===== config.mk =====
export PLATFORM = sky130hd
export DESIGN_NAME = merge_sink
export DESIGN_NICKNAME = d
export VERILOG_FILES = /design/src/rtl/merge_sink.sv
export SDC_FILE = /design/constraint.sdc
export NUM_CORES = 1
export LEC_CHECK = 0
export BUFFER_PORTS_ARGS = -buffer_cell sky130_fd_sc_hd__buf_4
export CORE_MARGIN = 2
export CORE_UTILIZATION = 55
export DETAILED_ROUTE_END_ITERATION = 12
export GPL_ROUTABILITY_DRIVEN = 0
export PLACE_DENSITY = 0.71
export SLEW_MARGIN = 10
export SYNTH_ARGS = -nofsm -noshare
export SYNTH_HDL_FRONTEND = slang
export SYNTH_SLANG_ARGS = --single-unit

===== constraint.sdc =====
create_clock -name clk -period 14.7 [get_ports clk]
set_input_delay 1.47 -clock clk [delete_from_list [all_inputs] [get_ports clk]]
set_output_delay 1.47 -clock clk [all_outputs]
set_load 0.02 [all_outputs]

===== src/rtl/merge_sink.sv =====
// Root-port receiver for the merge network: strips head flits, tags payload with source/SOP/EOP,
// buffers it in a first-word-fallthrough FIFO. Define MERGE_SINK_CHECK_EN for length/framing checks.
module merge_sink #(
  parameter int unsigned DW    = 32,
  parameter int unsigned SRC_W = 4,
  parameter int unsigned LEN_W = 8,
  parameter int unsigned DEPTH = 8
) (
  input  logic              clk,
  input  logic              rst,
  input  logic              valid_i,
  input  logic [DW-1:0]     data_i,
  output logic              ready_o,
  output logic              out_valid,
  input  logic              out_ready,
  output logic [DW-3:0]     out_data,
  output logic [SRC_W-1:0]  out_src,
  output logic              out_sop,
  output logic              out_eop,
  output logic [15:0]       pkt_cnt,
  output logic [7:0]        err_cnt
);

  localparam int unsigned AW = $clog2(DEPTH);
  localparam int unsigned EW = SRC_W + 2 + DW - 2;

  localparam logic [1:0] TyBody = 2'b00;
  localparam logic [1:0] TyHead = 2'b01;
  localparam logic [1:0] TyTail = 2'b10;

  typedef enum logic [0:0] {StIdle, StPayload} state_e;

  state_e             state_q, state_d;
  logic [SRC_W-1:0]   src_q, src_d;
  logic               first_q, first_d;
  logic [15:0]        pkt_q;
  logic [AW-1:0]      wptr_q, rptr_q;
  logic [AW:0]        cnt_q;
  logic [EW-1:0]      mem_q [DEPTH];

  logic [1:0]         ftype;
  logic [LEN_W-1:0]   len;
  logic               accept, full, empty, push, pop, err, pkt_inc, wr_eop;
  logic [EW-1:0]      rd_entry;

  assign ftype  = data_i[DW-1:DW-2];
  assign len    = data_i[LEN_W-1:0];
  assign full   = (cnt_q == (AW+1)'(DEPTH));
  assign empty  = (cnt_q == '0);
  assign ready_o = !rst && !full;
  assign accept = valid_i && ready_o;
  assign pop    = !empty && out_ready;

`ifdef MERGE_SINK_CHECK_EN
  logic [LEN_W-1:0] rem_q, rem_d;
  logic [7:0]       err_q;
`endif

  always_comb begin
    state_d = state_q;
    src_d   = src_q;
    first_d = first_q;
    push    = 1'b0;
    err     = 1'b0;
    pkt_inc = 1'b0;
    wr_eop  = 1'b0;
`ifdef MERGE_SINK_CHECK_EN
    rem_d   = rem_q;
`endif
    if (accept) begin
      if (ftype == TyHead) begin
        // A head inside a packet truncates it; the new head is then parsed as from idle.
        if (state_q == StPayload) err = 1'b1;
`ifdef MERGE_SINK_CHECK_EN
        if (len == '0) begin
          err     = 1'b1;
          state_d = StIdle;
        end else begin
          src_d   = data_i[DW-3 -: SRC_W];
          rem_d   = len;
          first_d = 1'b1;
          state_d = StPayload;
        end
`else
        src_d   = data_i[DW-3 -: SRC_W];
        first_d = 1'b1;
        state_d = StPayload;
`endif
      end else if (state_q == StIdle || !(ftype == TyBody || ftype == TyTail)) begin
        err = 1'b1;
      end else begin
        push    = 1'b1;
        first_d = 1'b0;
        if (ftype == TyTail) begin
          wr_eop  = 1'b1;
          pkt_inc = 1'b1;
          state_d = StIdle;
`ifdef MERGE_SINK_CHECK_EN
          if (rem_q != LEN_W'(1)) err = 1'b1;
          rem_d = '0;
`endif
        end else begin
`ifdef MERGE_SINK_CHECK_EN
          if (rem_q == LEN_W'(1)) err = 1'b1;
          if (rem_q != '0) rem_d = rem_q - LEN_W'(1);
`endif
        end
      end
    end
  end

  always_ff @(posedge clk) begin
    if (rst) begin
      state_q <= StIdle;
      src_q   <= '0;
      first_q <= 1'b0;
      pkt_q   <= '0;
      wptr_q  <= '0;
      rptr_q  <= '0;
      cnt_q   <= '0;
`ifdef MERGE_SINK_CHECK_EN
      rem_q   <= '0;
      err_q   <= '0;
`endif
    end else begin
      state_q <= state_d;
      src_q   <= src_d;
      first_q <= first_d;
      if (pkt_inc) pkt_q <= pkt_q + 16'd1;
      if (push) wptr_q <= wptr_q + AW'(1);
      if (pop) rptr_q <= rptr_q + AW'(1);
      if (push && !pop) begin
        cnt_q <= cnt_q + (AW+1)'(1);
      end else if (pop && !push) begin
        cnt_q <= cnt_q - (AW+1)'(1);
      end
`ifdef MERGE_SINK_CHECK_EN
      rem_q <= rem_d;
      if (err && err_q != 8'hFF) err_q <= err_q + 8'd1;
`endif
    end
  end

  // Storage needs no reset: entries are only observable while the count says they are valid.
  always_ff @(posedge clk) begin
    if (push) mem_q[wptr_q] <= {src_q, first_q, wr_eop, data_i[DW-3:0]};
  end

  assign rd_entry  = mem_q[rptr_q];
  assign out_valid = !empty;
  assign out_src   = out_valid ? rd_entry[EW-1 -: SRC_W] : '0;
  assign out_sop   = out_valid ? rd_entry[DW-1] : 1'b0;
  assign out_eop   = out_valid ? rd_entry[DW-2] : 1'b0;
  assign out_data  = out_valid ? rd_entry[DW-3:0] : '0;
  assign pkt_cnt   = pkt_q;

`ifdef MERGE_SINK_CHECK_EN
  assign err_cnt = err_q;
`else
  logic unused_err;
  assign unused_err = err;
  assign err_cnt    = '0;
`endif

endmodule


# Word-level counts from Yosys, hierarchy flattened
# Memory sizes are Yosys's and may differ from the RTL's. A register that Yosys moved wholly into a read port is not among the register bits.
# Cells that the tools add are included.
# totals
reg_bits,32
ram_bits,288
in_bits,36
out_inout_bits,62
word_cells,60
mem_count,1
# memory_table
memory,words,width,rd,rd_ports_with_merged_regs,wr,line,source
mem_q,8,36,1,1,1,39,logic [EW-1:0] mem_q [DEPTH];
# op_classes
n_addsub,5
eq_ne,4
mux,22
n_bitwise,1
reduce_logical,20
# op_table
cell,n
two-way mux 30 bit,1
adder 16 x 1 -> 16 bit (second input constant),1
two-way mux 1 bit,16
two-way mux 4 bit,3
adder 3 x 1 -> 3 bit (second input constant),2
zero test 1 bit,6
two-way mux 3 bit,2
logical AND 1 bit,5
adder 4 x 1 -> 4 bit (second input constant),1
== test 4 bit (second input constant),1
zero test 4 bit,1
AND reduction 2 bit,2
nonzero test 2 bit,2
subtractor 4 x 1 -> 4 bit (second input constant),1
AND reduction 3 bit,1
== test 2 x 1 -> 1 bit (second input constant),1
== test 2 bit (second input constant),1
zero test 2 bit,1
logical OR 1 bit,2
!= test 2 bit (second input constant),1
NOT 1 bit,1

# Longest topological paths before layout
# logic_depth
depth_word,11
ltp_mapped,13
ltp_nobuf,12

# Worst setup path before layout
# Ideal clock, no wire load.
# synth_timing
path_kind,input to register
start,in data_i[31]
end,mem mem_q[2][0] (netlist bit) (enable)
setup_time_ps,532
arrival_time_ps,6213
required_time_ps,14168
path_slack_ps,7955
cell_stages,6
path_buffers,1
path_cell_list,inv_1 -> ha_1 -> nand4bb_1 -> or3_1 -> buf_2 -> nor4b_1
# synth_between
elab_chain_cells,9
word_cells_on_any_way,11
cone_classes,2 x eq/ne; 5 x mux; 4 x reduce/logical
# synth_lines
element,line,source
"start, declared",12,"input logic [DW-1:0] data_i,"
== test 2 bit / zero test 2 bit (equally long branches),89,end else if (state_q == StIdle || !(ftype == TyBody || ftype == TyTail)) begin
logical OR 1 bit,89,
zero test 1 bit,89,
logical OR 1 bit,89,
two-way mux 1 bit,89,
two-way mux 1 bit (*),71,if (ftype == TyHead) begin
two-way mux 1 bit (*),70,if (accept) begin
two-way mux 1 bit (*),146,"if (push) mem_q[wptr_q] <= {src_q, first_q, wr_eop, data_i[DW-3:0]};"
two-way mux 1 bit (implied by the code) (*),146,
"end, declared",39,
# Mark *: on every way between the ends. The rest lies on a longest branch, timed or not.

==> reports/results.ini <==
[floorplan]
rows=55
die-area_mm2=0.02431
initial_core_util_pct=56.07
die_h_um=155.9
num_io_pins=98
die-width_um=155.9
fp.coreArea_mm2=0.02264

[status]
status=finished clean

[logic_synthesis]
synthSimpleGateAreaFrac_pct=4.967
synthXorXnorAreaFrac_pct=0.5519
ys_ff_latch=323
avgSynthCellArea_um2=19.21
synth_cells=661
synth.area.mux_share_pct=16.41
syn_area_mm2=0.01269
netlist-cell-type-count=44
synth_compound_area_share_pct=1.478
ys_seq_area_share_pct=73.64
synthAdderAreaFrac_pct=1.045
ys_warn_count=0
synth_top_family_by_area=multiplexers

[worst_setup_path]
crit_required_ns=13.23
critPathLaunchType=register
crit_type=reg -> out
crit_fanout=54
crit_arrival_ns=3.18
reg2reg_setup_slack_ns=11.40
crit_path_end_kind=primary output

[routing]
wl_per_cell_um=22.05
dr.pass1.iters=5
avgViaCountPerCell=5.910
drcViolationCount=0
antenna_left=0
routed_wirelength_um=23640
drt_iter0_drc=394
num_vias=6336

[final_layout]
fillers=1514
diodes=0
areaGrowthSynthToFinish_pct=15.77
final_common_cell=edfxtp_1
final_cell_area_mm2=0.01470
postLayoutCoreUtil_pct=64.91
final_cell_mix=edfxtp_1, buf_4, mux4_2, nor2_1, mux2i_1
multi_input_area_mm2=0.003181
fin_cells=1072
layout.nets=808
register_area_mm2=0.009358
drive_gt1_share_pct=30.37

[pwr]
power.total_mw=2.445
p_leak_nw=4.811
ir_worst_vdd_uv=96.58
power_density_mw_per_mm2=166.4

[hold_path]
hold_class=reg -> reg

[placement]
dp_slack_ns=10.06
placed_cell_area_mm2=0.01369
hpwl_um=13830
dp.cells=1014
port_buffers=89

[global_route]
grt_pass1_wl_um=36860
grt_pass1_vias=6558
antenna_found_initial=0
grt_usage_pct=19.90
grt_max_degree=73
grt_overflow=0

[sta]
whs_ns=0.5014
grt_setup_unrepaired=no
setup_violations=0
worst_slack_ns=10.05
min_period_over_period_pct=31.66
hold_viol_final=0
slew_violations=0
layout_min_cycle_time_ns=4.655
max_freq_mhz=214.8
tightest_slew_ns=1.189
fin_skew_ns=0.01257
relSlewSlack_pct=20.51
setup_tns_ns=0

[clocking]
cts_made_buffers=31
cts_tree=done
ctsResizeCount=0
post_cts_buffers=0
clk-insertion-delay-late_ns=0.55
cts_sinks=323
root_buffer=clkbuf_16
cts_hold_buf=0
cts_buffer_depth=3
h-tree-depth=1
clkTransAtPathRegs_ns=0.06

[flow_run]
maxCapViolations=0

==> per-layer routing <==
metal / routed length [µm] / GRT usage [%] / share of wire [%]
met2: 12280 / 35.61 / 52
met4: 295 / 3.888 / 1.2
met5: 0 / 0 / 0
met3: 1312 / 3.222 / 5.6
met1: 9751 / 26.23 / 41
==> cells in the mapped netlist <==
cell type	number	area share (%)
a211oi_1	1	0.059
a21oi_1	16	0.63
a31oi_1	1	0.049
and3_1	2	0.099
and4_1	1	0.069
and4bb_2	1	0.099
buf_1	6	0.18
buf_2	10	0.39
buf_4	9	0.53
buf_6	1	0.089
clkbuf_1	16	0.47
conb_1	1	0.030
dfxtp_1	35	5.5
edfxtp_1	288	68
fa_1	1	0.16
ha_1	9	0.89
inv_1	5	0.15
inv_2	2	0.059
mux2_2	1	0.089
mux2i_1	45	3.5
mux4_2	72	13
nand2_1	9	0.27
nand2b_1	1	0.049
nand3_1	8	0.32
nand3_2	3	0.24
nand4_1	7	0.34
nand4bb_1	1	0.089
nor2_1	59	1.7
nor2b_1	4	0.20
nor3_1	2	0.079
nor3b_1	2	0.12
nor4_1	2	0.099
nor4_4	1	0.17
nor4b_1	3	0.21
o2111ai_1	1	0.069
o211ai_1	1	0.059
o21ai_0	4	0.16
o21ai_1	1	0.039
o31ai_1	7	0.41
or3_1	6	0.30
or4_1	7	0.41
or4b_1	1	0.079
xnor2_1	3	0.21
xor2_1	5	0.34
==> registers in the layout, summed over array words and instances, names as in the netlist, named ones only <==
| name | cells |
|---|---|
| cnt_q | 4 |
| mem_q | 288 |
| state_q | 1 |
| wptr_q | 3 |
| first_q | 1 |
| rptr_q | 3 |
| src_q | 4 |
| pkt_cnt | 16 |
==> power by group <==
part	internal [mW]	switching, mW
logic	0.292	0.337
clock network	0.452	0.314
registers	1.01	0.0425
==> cells by family (layout without fill, tap and decap cells) <==
kind of cell | after synthesis | count (layout)
flip-flops | 323 | 323
AND/OR/NAND/NOR | 120 | 120
multiplexers | 118 | 118
buffers and inverters | 49 | 168
AO/OA/AOI/OAI | 32 | 32
adder cells (fa/ha/maj) | 10 | 10
XOR/XNOR | 8 | 8
other | 1 | 8
==> final cells by class <==
class	count	share of cell area, %
clock buffers	52	6.428
clock inverters	6	0.3916
inverters	7	0.1788
multi-input cells	296	21.64
flip-flops and latches	323	63.67
well taps	285	2.426
repair buffers	103	5.261
==> final timing paths <==
kind	start	depth (start not counted)	to
worst min register to register	pkt_cnt[15]$_SDFFE_PP0P_	2	pkt_cnt[15]$_SDFFE_PP0P_
worst min-delay path	pkt_cnt[15]$_SDFFE_PP0P_	2	pkt_cnt[15]$_SDFFE_PP0P_
worst max register to register	cnt_q[0]$_SDFFE_PP0P_	11	cnt_q[3]$_SDFFE_PP0P_
worst max-delay path	register	5	out_data[23]
==> worst max-delay path: stages (launching register included) <==
cell,delay (ns)
dfxtp_4,0.58
buf_4,0.89
mux4_2,0.61
mux2i_1,0.26
nor2_1,0.08
buf_4,0.18
Note: power is estimated with default switching activity, not from simulation.
